--- src/rtl/segment_uop_scheduler.sv ---
// Segmented vector memory op sequencer: splits one op into (element, field)
// scalar micro-ops in element-major order, throttles with a credit counter and
// reports a single completion carrying the first faulting element.
module segment_uop_scheduler #(
  parameter int unsigned VlWidth        = 16,
  parameter int unsigned MaxOutstanding = 4
) (
  input  logic               clk_i,
  input  logic               rst_ni,
  input  logic               start_valid_i,
  output logic               start_ready_o,
  input  logic [VlWidth-1:0] vstart_i,
  input  logic [VlWidth-1:0] vl_i,
  input  logic [2:0]         nf_i,
  input  logic [4:0]         vd_i,
  output logic               uop_valid_o,
  input  logic               uop_ready_i,
  output logic [VlWidth-1:0] uop_elem_o,
  output logic [2:0]         uop_field_o,
  output logic [4:0]         uop_vd_o,
  output logic               uop_last_o,
  input  logic               uop_resp_valid_i,
  input  logic               uop_resp_exc_i,
  output logic               done_valid_o,
  output logic               done_exc_o,
  output logic [VlWidth-1:0] done_vstart_o,
  output logic               busy_o
);

  localparam int unsigned CW = $clog2(MaxOutstanding + 1);
  localparam logic [CW-1:0] MaxCred = CW'(MaxOutstanding);

  localparam logic [1:0] IDLE  = 2'd0;
  localparam logic [1:0] ISSUE = 2'd1;
  localparam logic [1:0] DRAIN = 2'd2;
  localparam logic [1:0] DONE  = 2'd3;

  logic [1:0]         state_q, state_d;
  logic [VlWidth-1:0] vl_q, vl_d;
  logic [2:0]         nf_q, nf_d;
  logic [4:0]         vd_q, vd_d;
  logic [VlWidth-1:0] ielem_q, ielem_d, relem_q, relem_d;
  logic [2:0]         ifield_q, ifield_d, rfield_q, rfield_d;
  logic [CW-1:0]      cred_q, cred_d;
  logic               exc_q, exc_d;
  logic [VlWidth-1:0] exc_vs_q, exc_vs_d;

  logic issue_ok, fire, resp_ok, new_exc, is_last;

  // Issue eligibility depends only on registered state, never on uop_ready_i.
  assign issue_ok = (state_q == ISSUE) && (cred_q < MaxCred) && !exc_q;
  assign fire     = issue_ok && uop_ready_i;
  // A response with no credit outstanding is a protocol error and is dropped.
  assign resp_ok  = uop_resp_valid_i && (cred_q != '0);
  assign new_exc  = resp_ok && uop_resp_exc_i && !exc_q;
  assign is_last  = (ielem_q == vl_q - VlWidth'(1)) && (ifield_q == nf_q);

  // Next-state: FSM, issue/response walkers, credits and exception capture.
  always_comb begin
    state_d  = state_q;
    vl_d     = vl_q;
    nf_d     = nf_q;
    vd_d     = vd_q;
    ielem_d  = ielem_q;
    ifield_d = ifield_q;
    relem_d  = relem_q;
    rfield_d = rfield_q;
    cred_d   = cred_q;
    exc_d    = exc_q;
    exc_vs_d = exc_vs_q;

    if (state_q == ISSUE || state_q == DRAIN) begin
      if (fire) begin
        if (ifield_q == nf_q) begin
          ifield_d = '0;
          ielem_d  = ielem_q + VlWidth'(1);
        end else begin
          ifield_d = ifield_q + 3'd1;
        end
      end
      if (resp_ok) begin
        if (rfield_q == nf_q) begin
          rfield_d = '0;
          relem_d  = relem_q + VlWidth'(1);
        end else begin
          rfield_d = rfield_q + 3'd1;
        end
      end
      if (new_exc) begin
        exc_d    = 1'b1;
        exc_vs_d = relem_q;
      end
      case ({fire, resp_ok})
        2'b10:   cred_d = cred_q + CW'(1);
        2'b01:   cred_d = cred_q - CW'(1);
        default: cred_d = cred_q;
      endcase
    end

    case (state_q)
      IDLE: begin
        if (start_valid_i) begin
          vl_d     = vl_i;
          nf_d     = nf_i;
          vd_d     = vd_i;
          ielem_d  = vstart_i;
          ifield_d = '0;
          relem_d  = vstart_i;
          rfield_d = '0;
          cred_d   = '0;
          exc_d    = 1'b0;
          exc_vs_d = '0;
          state_d  = (vstart_i < vl_i) ? ISSUE : DONE;
        end
      end
      ISSUE: begin
        if ((fire && is_last) || exc_q || new_exc) state_d = DRAIN;
      end
      DRAIN: begin
        if (cred_q == '0 || (cred_q == CW'(1) && resp_ok)) state_d = DONE;
      end
      default: state_d = IDLE;
    endcase
  end

  // State registers; reset aborts any op without a completion.
  always_ff @(posedge clk_i or negedge rst_ni) begin
    if (!rst_ni) begin
      state_q  <= IDLE;
      vl_q     <= '0;
      nf_q     <= '0;
      vd_q     <= '0;
      ielem_q  <= '0;
      ifield_q <= '0;
      relem_q  <= '0;
      rfield_q <= '0;
      cred_q   <= '0;
      exc_q    <= 1'b0;
      exc_vs_q <= '0;
    end else begin
      state_q  <= state_d;
      vl_q     <= vl_d;
      nf_q     <= nf_d;
      vd_q     <= vd_d;
      ielem_q  <= ielem_d;
      ifield_q <= ifield_d;
      relem_q  <= relem_d;
      rfield_q <= rfield_d;
      cred_q   <= cred_d;
      exc_q    <= exc_d;
      exc_vs_q <= exc_vs_d;
    end
  end

  assign start_ready_o = (state_q == IDLE);
  assign busy_o        = (state_q != IDLE);
  assign uop_valid_o   = issue_ok;
  assign uop_elem_o    = ielem_q;
  assign uop_field_o   = ifield_q;
  assign uop_vd_o      = vd_q + {2'b00, ifield_q};
  assign uop_last_o    = (state_q == ISSUE) && is_last;
  assign done_valid_o  = (state_q == DONE);
  assign done_exc_o    = (state_q == DONE) && exc_q;
  assign done_vstart_o = ((state_q == DONE) && exc_q) ? exc_vs_q : '0;

`ifndef SYNTHESIS
  // Backend must never answer more micro-ops than were issued.
  always_ff @(posedge clk_i) begin
    if (rst_ni && uop_resp_valid_i)
      assert (cred_q != '0) else $error("segment_uop_scheduler: response with no outstanding micro-op");
  end
`endif

endmodule

--- config.mk ---
export PLATFORM = sky130hd
export DESIGN_NAME = segment_uop_scheduler
export DESIGN_NICKNAME = d
export VERILOG_FILES = /design/src/rtl/segment_uop_scheduler.sv
export SDC_FILE = /design/constraint.sdc
export NUM_CORES = 1
export LEC_CHECK = 0
export BUFFER_PORTS_ARGS = -buffer_cell sky130_fd_sc_hd__buf_2
export CAP_MARGIN = 10
export CORE_MARGIN = 10
export CORE_UTILIZATION = 40
export CTS_BUF_LIST = sky130_fd_sc_hd__clkbuf_2
export DETAILED_ROUTE_END_ITERATION = 10
export GPL_ROUTABILITY_DRIVEN = 0
export PLACE_DENSITY = 0.68
export RECOVER_POWER = 25
export SKIP_CTS_REPAIR_TIMING = 1
export SLEW_MARGIN = 20
export SYNTH_ARGS = -nofsm -noshare
export SYNTH_HDL_FRONTEND = slang
export SYNTH_SLANG_ARGS = --single-unit
export TNS_END_PERCENT = 5
--- constraint.sdc ---
create_clock -name clk_i -period 4.47 [get_ports clk_i]
set_input_delay 0.447 -clock clk_i [delete_from_list [all_inputs] [get_ports clk_i]]
set_output_delay 0.447 -clock clk_i [all_outputs]
set_load 0.02 [all_outputs]
==> reports/metrics.yaml <==
power:
  seqPwrFrac_pct: 39.8
  p_switching_mw: 1.78
  pwr-share-clk_pct: 12.2
  leakagePower_nw: 2.79
  swShare_pct: 46.8
  comb_power_share_pct: 48.1
  vdd.ir_drop.worst_mv: 0.236
  power.density_nw_per_um2: 642
  total_power_mw: 3.80
  p_int_mw: 2.02
critical_path:
  cp_num_buf_inv: 2
  worstPathRequired_ns: 4.02
  cp.arrival_ns: 3.54
  crit_slowest_cell: "or4b_4"
  worst-r2r-cell-count: 10
  worst_setup_path_end_kind: "primary output"
  path_depth: 9
  critical_path.top_delay_family: "simple AND/OR/NAND/NOR gates"
  crit_fanout: 6
  critPathLaunchType: "register"
  max_stage_delay_ns: 0.50
  path_cells: "inv_1 -> ha_1 -> or4b_4 -> or3_4 -> a211o_1 -> a2111oi_2 -> nand3_1 -> nor3_1 -> buf_2"
  critPathKind: "reg2out"
route:
  first_iter_violations: 287
  firstDrtPassIters: 4
  drc: 0
  routed_via_density: 5.21
  drt_wl_total_mm: 13.8
  wl_per_cell_um: 16.0
  postRouteAntennaNets: 0
  vias: 4488
floorplanning:
  die_h_um: 134
  fp-row-count: 41
  pin_count: 92
  die_x_um: 134
  die-area_sq_um: 17800
  core_sq_um: 12600
  initial_core_util_pct: 40.8
sta:
  tightest_slew_ns: 2.07
  rsz0062_at_grt: "no"
  period_share_pct: 89.2
  hold_violations: 0
  finalSetupViolations: 0
  fin_ws_ns: 0.483
  drv_slew: 85
  fin_crit_ns: 3.99
  relSlewSlack_pct: -38.3
  clock.fmax_mhz: 251
  clock_skew_ns: 0.0207
  fin_tns_setup_ns: 0
synthesis:
  avgSynthCellArea_sq_um: 8.58
  ys_warn_count: 0
  ys.flop_type: "dfrtp_1"
  synth-edff-count: 0
  syn_nets: 682
  synth-seq-area-share_pct: 40.8
  asyncSetResetFlopFracSynth_pct: 100
  synthDistinctLibCells: 43
  yosys_register_bits: 84
  synth_cells: 601
  syn_area_sq_um: 5150
cts:
  cts_max_level: 3
  cts_tree: "built"
  clockBufferDepth: 2
  insertion_delay_ns: 0.55
  cts.clk_slew.worst_paths_ns: 0.23
  root_buffer: "clkbuf_2"
  cts.sinks: 84
  numCtsBuffers: 9
placement:
  io_buffers: 91
  pre_cts_slack_ns: 1.10
  place_hpwl_mm: 10.7
grt:
  met2_usage_pct: 25.2
  grtUsageMet1_pct: 18.7
  grt_antenna_before_repair: 0
  grtUsageMet3_pct: 5.04
  gr-total-overflow: 0
  busiest_layer: "met2"
  grtUsageTotal_pct: 15.4
  grt_max_degree: 85
  grt_pass1_wl_mm: 22.6
  grt_pass1_vias: 4509
layout:
  final_util_pct: 46.9
  diodes: 0
  nFillCells: 1280
  areaGrowthSynthToFinish_pct: 14.9
  register_area_sq_um: 2100
  multiInputGateArea_sq_um: 2830
  drive_gt1_share_pct: 17.2
  fin_nets: 766
job:
  max_cap_viol_count: 1
run_status:
  run_status: "finished, violations left"
  violations: "capacitance limit, slew limit"
worst_hold_path:
  min_path_type: "in2reg"
  holdPathStages: 3
cells in the final DEF, fill, tap and decap left out, types with 4 or more instances in the layout:
master / n
clkbuf_2: 12
nand3b_1: 4
dfrtp_1: 84
mux2i_1: 7
a21oi_1: 61
nand2b_1: 4
and3_1: 19
o21ai_0: 30
ha_1: 34
nand2_1: 85
buf_2: 90
buf_4: 4
xnor2_1: 41
inv_1: 36
nor2_1: 62
nor2b_1: 5
nor3_1: 11
a21o_1: 7
nand3_1: 17
nand4_1: 14
xor2_1: 17
a31oi_1: 4
power groups by stage:
| stage | clock [mW] | sequential [mW] | combinational, mW |
|---|---|---|---|
| 6_report | 0.463 | 1.51 | 1.83 |
| 5_1_grt | 0.508 | 1.57 | 2.05 |
| 4_1_cts | 0.479 | 1.51 | 1.84 |
| 3_5_place_dp | 0 | 1.52 | 1.83 |
| 3_3_place_gp | 0 | 1.50 | 1.77 |
| 2_1_floorplan | 0 | 1.47 | 1.31 |
synthesized netlist by cell type (all sizes together) (2+ instances only):
master	number	area (sq um)
nor4	3	18.8
a21o	7	52.6
xnor2	41	359
nor3	11	55.1
and4	3	26.3
and2	2	12.5
a21oi	61	305
nand3b	4	30.0
dfrtp	84	2100
nand4b	2	17.5
ha	34	425
or3	3	23.8
a31oi	4	25.0
nor3b	2	15.0
clkbuf	23	86.3
nor2	62	233
a211oi	3	22.5
nand4	14	87.6
or4	4	33.8
xor2	17	149
inv	36	135
nand2b	4	25.0
and3	19	119
nand3	17	85.1
nor2b	5	31.3
mux2i	7	70.1
o21ai	30	150
nand2	86	323
final timing paths:
check | from | to | slack, ns
max in group asynchronous | rst_ni | exc_vs_q[2] | 2.27
worst max register to register | vl_q[0] | state_q[0] | 1.31
min in group asynchronous | rst_ni | state_q[1] | 1.00
worst max-delay path | vl_q[0] | uop_last_o | 0.48
worst min register to register | vd_q[2] | vd_q[2] | 0.53
worst min-delay path | nf_i[2] | nf_q[2] | 0.07
metrics by stage:
step	cells	cell area [sq um]	hold WS, ns
3_5_place_dp	845	5770	0.475
3_3_place_gp	845	5770	0.470
6_report	862	5920	0.0654
4_1_cts	861	5910	0.00914
2_1_floorplan	601	5150	0.151
5_1_grt	862	5920	0.00883
registers in the layout (all words and copies together), names as in the netlist, 3 cells and up:
signal / count
exc_vs_q: 16
uop_field_o: 3
uop_elem_o: 16
rfield_q: 3
relem_q: 16
vl_q: 16
vd_q: 5
nf_q: 3
cred_q: 3
logic make-up (layout without fill, tap and decap cells):
logic type	after synthesis	after routing	share of synthesized area [%]
and+or+nand+nor	244	244	22.7
xor gates and xnor gates	58	58	9.85
DFF	84	84	40.8
AOI/OAI and AO/OA	114	114	12.4
muxes	7	7	1.36
adders and majority gates	35	35	8.64
buffers and inverters	59	148	4.30
tightest hold or removal path: cells and delay by family:
| family | cells | cell delay (ns) |
|---|---|---|
| buffers and inverters | 1 | 0.08 |
| and+or+nand+nor | 2 | 0.09 |
metal layers:
metal,wire length (um),up-vias
met5,0,-
met4,225,0
met3,941,12
met2,6580,120
met1,6070,2138
li1,-,2218
area by class of cell:
| class | instances | share of cell area, % |
|---|---|---|
| Multi-Input combinational cell | 458 | 47.9 |
| Sequential cell | 84 | 35.5 |
| Timing Repair Buffer | 96 | 8.37 |
| Tap cell | 172 | 3.63 |
| Inverter | 36 | 2.28 |
| Clock inverter | 5 | 1.44 |
| Clock buffer | 11 | 0.930 |
No activity file was read; power rests on OpenSTA's default activity.
